[src/rtl/plic_irq_seq.sv]
// Hart-side PLIC claim/complete sequencer: reads the claim register when the PLIC
// raises irq, hands the id to the core, and writes it back once the handler is done.
module plic_irq_seq #(
  parameter logic [2:0] CLAIM_ADDR = 3'd6,
  parameter int         RD_LAT     = 1,
  parameter int         COOLDOWN   = 2
) (
  input  logic        clk,
  input  logic        rst,
  input  logic        plic_irq,
  input  logic [31:0] plic_rdata,
  output logic        plic_load,
  output logic        plic_wr_H_rd_L,
  output logic [2:0]  plic_addr,
  output logic [31:0] plic_wdata,
  input  logic        cpu_irq_en,
  output logic        cpu_irq_req,
  output logic [3:0]  cpu_irq_id,
  input  logic        cpu_irq_ack,
  input  logic        cpu_irq_done,
  output logic        busy
);

  typedef enum logic [2:0] {
    IDLE, CLAIM, RDWAIT, DELIVER, SERVICE, COMPLETE, COOL
  } state_t;

  localparam logic [2:0] RD_LAST   = 3'(RD_LAT - 1);
  localparam logic [2:0] COOL_LAST = 3'(COOLDOWN - 1);

  state_t     state;
  logic [2:0] cnt;
  logic       rd_ready;
  logic       rdata_unused;

  // With zero read latency the claim data is already valid during the strobe cycle.
  always_comb begin
    rd_ready = 1'b0;
    if (state == CLAIM) rd_ready = (RD_LAT == 0);
    else                rd_ready = (cnt == RD_LAST);
  end

  assign rdata_unused = ^plic_rdata[31:4];

  always_ff @(posedge clk) begin
    if (rst) begin
      state          <= IDLE;
      cnt            <= 3'd0;
      plic_load      <= 1'b0;
      plic_wr_H_rd_L <= 1'b0;
      plic_addr      <= 3'd0;
      plic_wdata     <= 32'd0;
      cpu_irq_req    <= 1'b0;
      cpu_irq_id     <= 4'd0;
      busy           <= 1'b0;
    end else begin
      case (state)
        IDLE: begin
          if (plic_irq && cpu_irq_en) begin
            state          <= CLAIM;
            plic_load      <= 1'b1;
            plic_wr_H_rd_L <= 1'b0;
            plic_addr      <= CLAIM_ADDR;
            cpu_irq_id     <= 4'd0;
            busy           <= 1'b1;
            cnt            <= 3'd0;
          end
        end
        CLAIM, RDWAIT: begin
          plic_load <= 1'b0;
          plic_addr <= 3'd0;
          if (rd_ready) begin
            cpu_irq_id <= plic_rdata[3:0];
            cnt        <= 3'd0;
            // A zero id means the PLIC had nothing for us; skip delivery and completion.
            if (plic_rdata[3:0] == 4'd0) begin
              state <= COOL;
            end else begin
              state       <= DELIVER;
              cpu_irq_req <= 1'b1;
            end
          end else begin
            state <= RDWAIT;
            cnt   <= (state == CLAIM) ? 3'd0 : cnt + 3'd1;
          end
        end
        DELIVER: begin
          if (cpu_irq_ack) begin
            cpu_irq_req <= 1'b0;
            if (cpu_irq_done) begin
              state          <= COMPLETE;
              plic_load      <= 1'b1;
              plic_wr_H_rd_L <= 1'b1;
              plic_addr      <= CLAIM_ADDR;
              plic_wdata     <= {28'd0, cpu_irq_id};
            end else begin
              state <= SERVICE;
            end
          end
        end
        SERVICE: begin
          if (cpu_irq_done) begin
            state          <= COMPLETE;
            plic_load      <= 1'b1;
            plic_wr_H_rd_L <= 1'b1;
            plic_addr      <= CLAIM_ADDR;
            plic_wdata     <= {28'd0, cpu_irq_id};
          end
        end
        COMPLETE: begin
          state          <= COOL;
          cnt            <= 3'd0;
          plic_load      <= 1'b0;
          plic_wr_H_rd_L <= 1'b0;
          plic_addr      <= 3'd0;
          plic_wdata     <= 32'd0;
        end
        COOL: begin
          if (cnt == COOL_LAST) begin
            state <= IDLE;
            busy  <= 1'b0;
            cnt   <= 3'd0;
          end else begin
            cnt <= cnt + 3'd1;
          end
        end
        default: begin
          state <= IDLE;
          busy  <= 1'b0;
        end
      endcase
    end
  end

endmodule

[config.mk]
export PLATFORM = sky130hd
export DESIGN_NAME = plic_irq_seq
export DESIGN_NICKNAME = d
export VERILOG_FILES = /design/src/rtl/plic_irq_seq.sv
export SDC_FILE = /design/constraint.sdc
export NUM_CORES = 1
export LEC_CHECK = 0
export ABC_AREA = 1
export BUFFER_PORTS_ARGS = -buffer_cell sky130_fd_sc_hd__buf_2
export CORE_MARGIN = 2
export CORE_UTILIZATION = 34
export CTS_CLUSTER_DIAMETER = 100
export DETAILED_ROUTE_END_ITERATION = 8
export GPL_ROUTABILITY_DRIVEN = 0
export PLACE_DENSITY = 0.76
export SLEW_MARGIN = 15
export SYNTH_ARGS = -nofsm -noshare
export SYNTH_HDL_FRONTEND = slang
export SYNTH_SLANG_ARGS = --single-unit
[constraint.sdc]
create_clock -name clk -period 1.6 [get_ports clk]
set_clock_uncertainty 0.2 [all_clocks]
set_input_delay 0.08 -clock clk [delete_from_list [all_inputs] [get_ports clk]]
set_output_delay 0.08 -clock clk [all_outputs]
set_load 0.01 [all_outputs]
# Word level (Yosys, flattened, before mapping)

Index checks and enable logic that the tools add are counted.
W data, S select, Z words.

Bits in registers: 49
Input bits: 38
Output and inout port bits: 43
Logic and storage cells: 83

Add/sub/neg operators: 1
Eq/ne operators: 13
Mux-type cells: 38
Bitwise operators: 1
Reductions and logical operators: 21

Operators with widths:

| operator              | count |
|---|---|
| $pmux W32 S3          | 1 |
| $mux W32              | 2 |
| $mux W3               | 13 |
| $pmux W3 S4           | 2 |
| $pmux W3 S6           | 1 |
| $mux W1               | 12 |
| $ne A2 B2 Y1 const B  | 6 |
| $reduce_and A3 Y1     | 4 |
| $reduce_bool A4 Y1    | 3 |
| $eq A3 B3 Y1 const B  | 3 |
| $mux W4               | 2 |
| $pmux W1 S4           | 2 |
| $pmux W4 S2           | 1 |
| $reduce_and A4 Y1     | 2 |
| $eq A3 B1 Y1 const B  | 2 |
| $eq A3 B2 Y1 const B  | 2 |
| $logic_not A3 Y1      | 2 |
| $reduce_or A5 Y1      | 1 |
| $logic_not A4 Y1      | 1 |
| $reduce_and A2 Y1     | 2 |
| $reduce_bool A2 Y1    | 2 |
| $add A3 B1 Y3 const B | 1 |
| $pmux W1 S3           | 1 |
| $reduce_bool A3 Y1    | 1 |
| other kinds (5)       | 5 |

# Logic depth before layout (Yosys ltp)

Gate-level depths: netlist of the first run.

Depth in word-level cells: 4
Mapped depth: 10

# Least setup slack after synthesis of the first run

Ideal clock, no wire load.

Path type: register -> register
Start point: register state[2]
End point: register plic_wdata[0]
Library setup time: 128 ps
Arrival time: 1073 ps
Setup slack: 200 ps
Cell stages (with the launch flop): 6
Path buffers: 0
Clock period less this slack: 1400 ps
Path through: dfxtp_1 -> nand3_1 -> nand2_1 -> nand4_4 -> o21ai_0 -> nor2_1

Cells in the longest elaborated chain, start to end: 3

RTL lines:

| item                                                                | RTL line | source |
|---|---|---|
| start, declared                                                     | 31       | `state_t state;` |
| start signal, assigned                                              | 47       | `state <= IDLE;` |
| start signal, assigned                                              | 60       | `state <= CLAIM;` |
| start signal, assigned                                              | 77       | `state <= COOL;` |
| $eq A3 B2 Y1 or $eq A3 B3 Y1 (tied branches)                        | 57       | `case (state)` |
| $ne A2 B2 Y1 (no source line) or $reduce_bool A3 Y1 (tied branches) | -        |  |
| $reduce_and A2 Y1 (no source line)                                  | -        |  |
| end signal, assigned                                                | 95       | `plic_wdata <= {28'd0, cpu_irq_id};` |
| end signal, assigned                                                | 107      | `plic_wdata <= {28'd0, cpu_irq_id};` |
| end, declared                                                       | 15       | `output logic [31:0] plic_wdata,` |

Several ways; a longest one is shown, not always the timed one.
A chain may end at the register's enable or synchronous reset.

# Worst setup path in the final report of the first run

Start point: register cnt[1]
End point: register cnt[2]

Cells in the longest elaborated chain, start to end: 4

RTL lines:

| item                                              | RTL line    | source |
|---|---|---|
| start, declared                                   | 32          | `logic [2:0] cnt;` |
| start signal, assigned                            | 84          | `cnt <= (state == CLAIM) ? 3'd0 : cnt + 3'd1;` |
| start signal, assigned                            | 124         | `cnt <= cnt + 3'd1;` |
| $add A3 B1 Y3 or $logic_not A3 Y1 (tied branches) | 84, 124, 40 |  |
| $mux W3 or $mux W1 (tied branches)                | 84, 39      |  |
| $mux W3                                           | 72          | `if (rd_ready) begin` |
| $pmux W3 S4 (*)                                   | 57          |  |

Mark *: on every way between the ends. The rest lies on a longest branch, timed or not.

==> results of run 1 <==
registers in the layout, summed over array words and instances, names as in the netlist:
signal / flops
cpu_irq_id: 4
plic_wdata: 4
cnt: 3
state: 3
busy: 1
cpu_irq_req: 1
plic_addr: 1
plic_load: 1
plic_wr_H_rd_L: 1
cell type report:
| type | instances | area [sq um] | area share |
|---|---|---|---|
| Sequential cell | 19 | 385 | 0.255 |
| Tap cell | 48 | 60.1 | 0.0398 |
| Multi-Input combinational cell | 141 | 683 | 0.453 |
| Inverter | 34 | 128 | 0.0846 |
| Clock buffer | 4 | 45.0 | 0.0299 |
| Timing Repair Buffer | 33 | 208 | 0.138 |
tightest hold or removal path, cell delays in order:
cell,delay [ns]
buf_2,0.07
nand2_1,0.05
nand3_2,0.12
nand2_1,0.06
inv_1,0.06
nand2_1,0.05
nand2_1,0.05
a21oi_1,0.05
logic make-up (layout without fill, tap and decap cells):
| group | count (synthesis) | count (layout) |
|---|---|---|
| compound gates | 21 | 21 |
| xor+xnor | 2 | 2 |
| fa+ha+maj | 3 | 3 |
| buf+inv | 65 | 71 |
| flops | 19 | 19 |
| other cells | 1 | 29 |
| simple gates | 86 | 86 |
Yosys cell counts, drive strengths merged (2+ instances only):
cell / n
a21oi: 13
buf: 30
dfxtp: 19
ha: 3
inv: 34
nand2: 49
nand3: 14
nand4: 3
nor2: 19
o21ai: 8
xor2: 2
routing by layer:
layer	vias up	GRT usage	part of all wire
li1	612	-	-
met4	0	0.0599	0.019
met2	38	0.191	0.45
met3	5	0.0204	0.051
met5	-	0	0
met1	492	0.154	0.48
through the flow:
| step | utilization | setup slack [ns] |
|---|---|---|
| 6_report | 0.412 | 0.140 |
| 5_1_grt | 0.412 | 0.0185 |
| 4_1_cts | 0.408 | 0.0288 |
| 3_5_place_dp | 0.376 | 0.0318 |
| 3_3_place_gp | 0.376 | 0.0684 |
| 2_1_floorplan | - | 0.200 |
power breakdown:
group / leakage (nW) / total (W) / internal (W) / switching [W]
combinational: 0.665 / 0.00105 / 0.000385 / 0.000669
sequential: 0.157 / 0.000729 / 0.000610 / 0.000119
clock: 0.0228 / 0.000338 / 0.000177 / 0.000161
total: 0.845 / 0.00212 / 0.00117 / 0.000949
layout by cell type, fill, tap and decap left out, types with 3 or more instances in the layout:
master         count
conb_1            29
buf_2             23
buf_4              3
inv_1             30
a21oi_1           13
dlygate4sd3_1      7
clkbuf_8           3
ha_1               3
nand2_2            5
nand2_1           43
nor2_1            16
o21ai_0            5
nand3_1           12
dfxtp_1           15
dfxtp_2            4
inv_2              4
repair_timing:
item | in CTS | in global routing
gates resized for setup | 0 | 10
hold endpoints to repair | 15 | 0
endpoints found under the setup margin | 0 | 17
hold buffers | 7 | 0
worst paths after layout:
check / end / cells after the start
max: cnt[2]$_SDFFE_PP0P_ / 9
min: busy$_SDFFE_PP0P_ / 8
max reg2reg: cnt[2]$_SDFFE_PP0P_ / 9
min reg2reg: plic_load$_SDFFE_PP0P_ / 2
==> metrics.txt, run 1 <==
crit path from cnt[1]$_SDFFE_PP0P_; vias 1,147; Yosys reg bits 19; Final setup viols 0; area delta synth->final 15.7%; final period utilization 0.913; worst path arrival time 1.42 ns; multiplexer share of the synthesized area 0; Slew Viols, Final 0; Root Driver clkbuf_8; Core Rows 22; CP Launch Type flip-flop; Remaining Overflow, GRT 0; Simple-Gate Fraction of Synth Area 0.306; Worst-Skew Late Latency 0.26 ns; RSZ-0062 raised after global routing no; IO Count 81; Synth Cell Area 1300 sq um; Clock Pin Slew Worst Setup and Hold Paths 0.07 ns; post-synth cell types 22; post-DP HPWL 1890 microns; Required @ worst endpoint 1.56 ns; compound-cell area share of the yosys netlist 0.0835; most used cell, CP inv_1; Max Freq 0.685 GHz; Setup Buffers After CTS 0; Power, Total 0.00212 W; Worst path slowest cell dfxtp_1; final wirelength 2430 microns; endpoints failing hold 0; antenna fix cells 0; mean post-synth cell area 6.62 sq um; Async S/R FF share, synth 0; Starting Density 0.356; nets 273; Power Density 1410 nW/um^2; wire length per cell 8.71 microns; worst min path class input port to flip-flop; status completed; Mapped Cells 197; fin cells 279; Fin Setup TNS 0 ns; CTS Buf Count 3; GRT Util Overall 0.119; slowest stage delay, CP 0.33 ns; die area 4350 sq um; Worst R2R Start cnt[1]$_SDFFE_PP0P_; Synth top area share 0.292; worst vdd rail ir drop 598 uV; critical path endpoint category flip-flop; fillers 390; crit path cell chain inv_1 > ha_1 > inv_1 > nor2_2 > nand2_2 > nand3_1 > nand2_1 > o21ai_2 > nor2_1; Pre-Repair DR Iteration Count 5; H-tree levels 1; register-to-register path setup slack 0.14 ns; Synthesis Warnings 0; top post-synthesis cells by area dfxtp_1, buf_4, nand2_1; Worst Path Max Fanout 3; largest family of logic cells by synthesized area simple AND/OR/NAND/NOR gates; sequential share of the synthesized area 0.292; leading area contributor after synthesis dfxtp_1; static leakage 0.845 nW; minimum period implied by the final worst setup slack 1.46 ns; placed inst area 1380 sq um; vias in the first global route 1,004; worst hold margin 0.189 ns; worst path bufs/invs 2; total core area 3660 sq um; CP Class flip-flop to flip-flop; Post-synth EDFFs 0; Max Cap Viol 0; Final Instance Area 1510 sq um; Die X-Extent 65.9 microns; fraction of synthesized cell area in xor and xnor cells 0.0134; drt initial violations 35; post-synthesis adder-cell area fraction 0.0288; Post-synth top flop dfxtp_1; clock sink total 19; Final ANT Viol Nets 0; DRC 0; die extent in y 65.9 microns; largest net degree at the start of global routing 15; global-route wire length before repair 4060 microns; # port buffers 23; initial antenna violation count 0; Clock Path Buffers 2; cell family with the largest share of critical-path delay simple AND/OR/NAND/NOR gates; Hold Startpoint cpu_irq_en; placed instance count 268; layout cells sized above 1 0.221; routed vias/inst 4.11; TritonCTS clock tree yes
Power figures use the tool's default switching activity.
==> run 2: changes to the inputs <==
--- a/config.mk
+++ b/config.mk
@@ -12,7 +12,7 @@
 export CTS_CLUSTER_DIAMETER = 100
 export DETAILED_ROUTE_END_ITERATION = 8
 export GPL_ROUTABILITY_DRIVEN = 0
-export PLACE_DENSITY = 0.76
+export PLACE_DENSITY = 0.74
 export SLEW_MARGIN = 15
 export SYNTH_ARGS = -nofsm -noshare
 export SYNTH_HDL_FRONTEND = slang
==> metrics.txt, run 2 (same netlist as run 1, synthesis figures left out) <==
largest net degree at the start of global routing 15 (unchanged); Clock Pin Slew Worst Setup and Hold Paths 0.07 ns (about the same); DRC 0 (unchanged); die area 4350 sq um (unchanged); clock sink total 19 (unchanged); worst vdd rail ir drop 607 uV (was 598 uV); Max Cap Viol 0 (unchanged); initial antenna violation count 0 (unchanged); global-route wire length before repair 4150 microns (was 4060 microns); Slew Viols, Final 0 (unchanged); die extent in y 65.9 microns (unchanged); Power Density 1410 nW/um^2 (about the same); slowest stage delay, CP 0.37 ns (was 0.33 ns); Root Driver clkbuf_8 (unchanged); IO Count 81 (unchanged); antenna fix cells 0 (unchanged); Final ANT Viol Nets 0 (unchanged); Clock Path Buffers 2 (unchanged); layout cells sized above 1 0.238 (was 0.221); Final Instance Area 1530 sq um (was 1510 sq um); vias in the first global route 971 (was 1,004); critical path endpoint category flip-flop (unchanged); worst path bufs/invs 1 (was 2); total core area 3660 sq um (unchanged); Worst R2R Start cnt[1]$_SDFFE_PP0P_ (unchanged); Largest regs cpu_irq_id: 4 flops, plic_wdata: 4 flops (unchanged); GRT Util Overall 0.123 (was 0.119); Max Freq 0.668 GHz (was 0.685 GHz); cell family with the largest share of critical-path delay simple AND/OR/NAND/NOR gates (unchanged); worst min path class input port to flip-flop (unchanged); routed vias/inst 4.13 (was 4.11); final period utilization 0.936 (was 0.913); CTS Buf Count 3 (unchanged); wire length per cell 8.75 microns (was 8.71 microns); drt initial violations 30 (was 35); placed inst area 1370 sq um (was 1380 sq um); Worst R2R Path Depth 8 (was 9); Die X-Extent 65.9 microns (unchanged); Crit Reg-Reg Endpoint state[2]$_SDFFE_PP0P_ (was cnt[2]$_SDFFE_PP0P_); Starting Density 0.356 (unchanged); CP Class flip-flop to flip-flop (unchanged); Worst Path Max Fanout 3 (unchanged); minimum period implied by the final worst setup slack 1.50 ns (was 1.46 ns); most used cell, CP nand2_1 (was inv_1); vias 1,151 (was 1,147); Core Util, Final 0.417 (was 0.412); Required @ worst endpoint 1.54 ns (was 1.56 ns); TritonCTS clock tree yes (unchanged); # port buffers 23 (unchanged); area delta synth->final 17.1% (was 15.7%); final wirelength 2440 microns (was 2430 microns); endpoints failing hold 0 (unchanged); Final setup viols 0 (unchanged); Remaining Overflow, GRT 0 (unchanged); critical path depth 8 (was 9); Worst-Skew Late Latency 0.26 ns (about the same); crit path capture state[2]$_SDFFE_PP0P_ (was cnt[2]$_SDFFE_PP0P_); static leakage 0.843 nW (was 0.845 nW); H-tree levels 1 (unchanged); crit path cell chain inv_1 > ha_1 > nand2_1 > nand3_1 > o21ai_2 > nor2_1 > nand2_1 > a21oi_2 (was inv_1 > ha_1 > inv_1 > nor2_2 > nand2_2 > nand3_1 > nand2_1 > o21ai_2 > nor2_1); CP Launch Type flip-flop (unchanged); commonest cells after routing, fill and taps aside nand2_1, inv_1, conb_1 (unchanged); register-to-register path setup slack 0.10 ns (was 0.14 ns); commonest non-fill, non-tap cell in the layout nand2_1 (unchanged); nets 273 (unchanged); Worst path slowest cell dfxtp_1 (unchanged); Pre-Repair DR Iteration Count 4 (was 5); status completed (unchanged); Core Rows 22 (unchanged); post-DP HPWL 1920 microns (was 1890 microns); worst path arrival time 1.44 ns (was 1.42 ns); crit path from cnt[1]$_SDFFE_PP0P_ (unchanged)
==> run 2: cell counts in the layout (fill, tap and decap cells not counted) <==
Identical to the previous run, type by type.
==> run 2: power by group <==
part	internal, W	total, W	switching (W)
sequential	0.000613	0.000729	0.000116
combinational	0.000398	0.00108	0.000687
clock	0.000177	0.000341	0.000163
==> run 2: cell type report <==
class                   count  area [sq um]
inverters                  34           128
flip-flops and latches     19           388
well taps                  48          60.1
fillers                   411          2130
repair buffers             33           208
clock buffers               4          45.0
multi-input cells         141           698
==> run 2: worst min path at each step <==
| stage | startpoint | to | cells after the start |
|---|---|---|---|
| 6_report | cpu_irq_en | busy$_SDFFE_PP0P_ | 8 |
| 5_1_grt | plic_load$_SDFFE_PP0P_ | plic_load$_SDFFE_PP0P_ | 2 |
| 4_1_cts | cpu_irq_en | busy$_SDFFE_PP0P_ | 8 |
| 3_5_place_dp | cpu_irq_ack | cpu_irq_req$_SDFFE_PP0P_ | 4 |
| 3_3_place_gp | plic_rdata[2] | cpu_irq_id[2]$_SDFFE_PP0P_ | 3 |
| 2_1_floorplan | rst | busy$_SDFFE_PP0P_ | 1 |
==> run 2: tightest hold or removal path, cell delays in order <==
cell and delay [ns]:
buf_2 0.07, nand2_1 0.06, nand3_2 0.13, nand2_1 0.07, inv_1 0.06, nand2_1 0.05, nand2_1 0.05, a21oi_1 0.05
==> run 2: metal layers <==
| layer | wire [microns] | track usage |
|---|---|---|
| met3 | 147 | 0.0221 |
| met2 | 1140 | 0.198 |
| met1 | 1110 | 0.159 |
| met5 | 0 | 0 |
| met4 | 44 | 0.0547 |
==> run 2: stage by stage <==
step                      setup TNS, ns  setup slack, ns  std cells  hold slack, ns  total power, W
final                                 0            0.102        279           0.207         0.00215
after global routing            -0.0416          -0.0225        279           0.267         0.00237
after CTS                             0          0.00118        278           0.211         0.00210
after detailed placement              0           0.0199        267           0.174         0.00175
after global placement                0           0.0462        267           0.170         0.00172
after floorplan                       0            0.200        225         -0.0509         0.00155
==> run 2: repair_timing <==
item,CTS,global route
hold endpoints to repair,15,0
hold buffers,7,0
buffers inserted,0,1
setup endpoints to repair,0,19
resized for setup,0,15
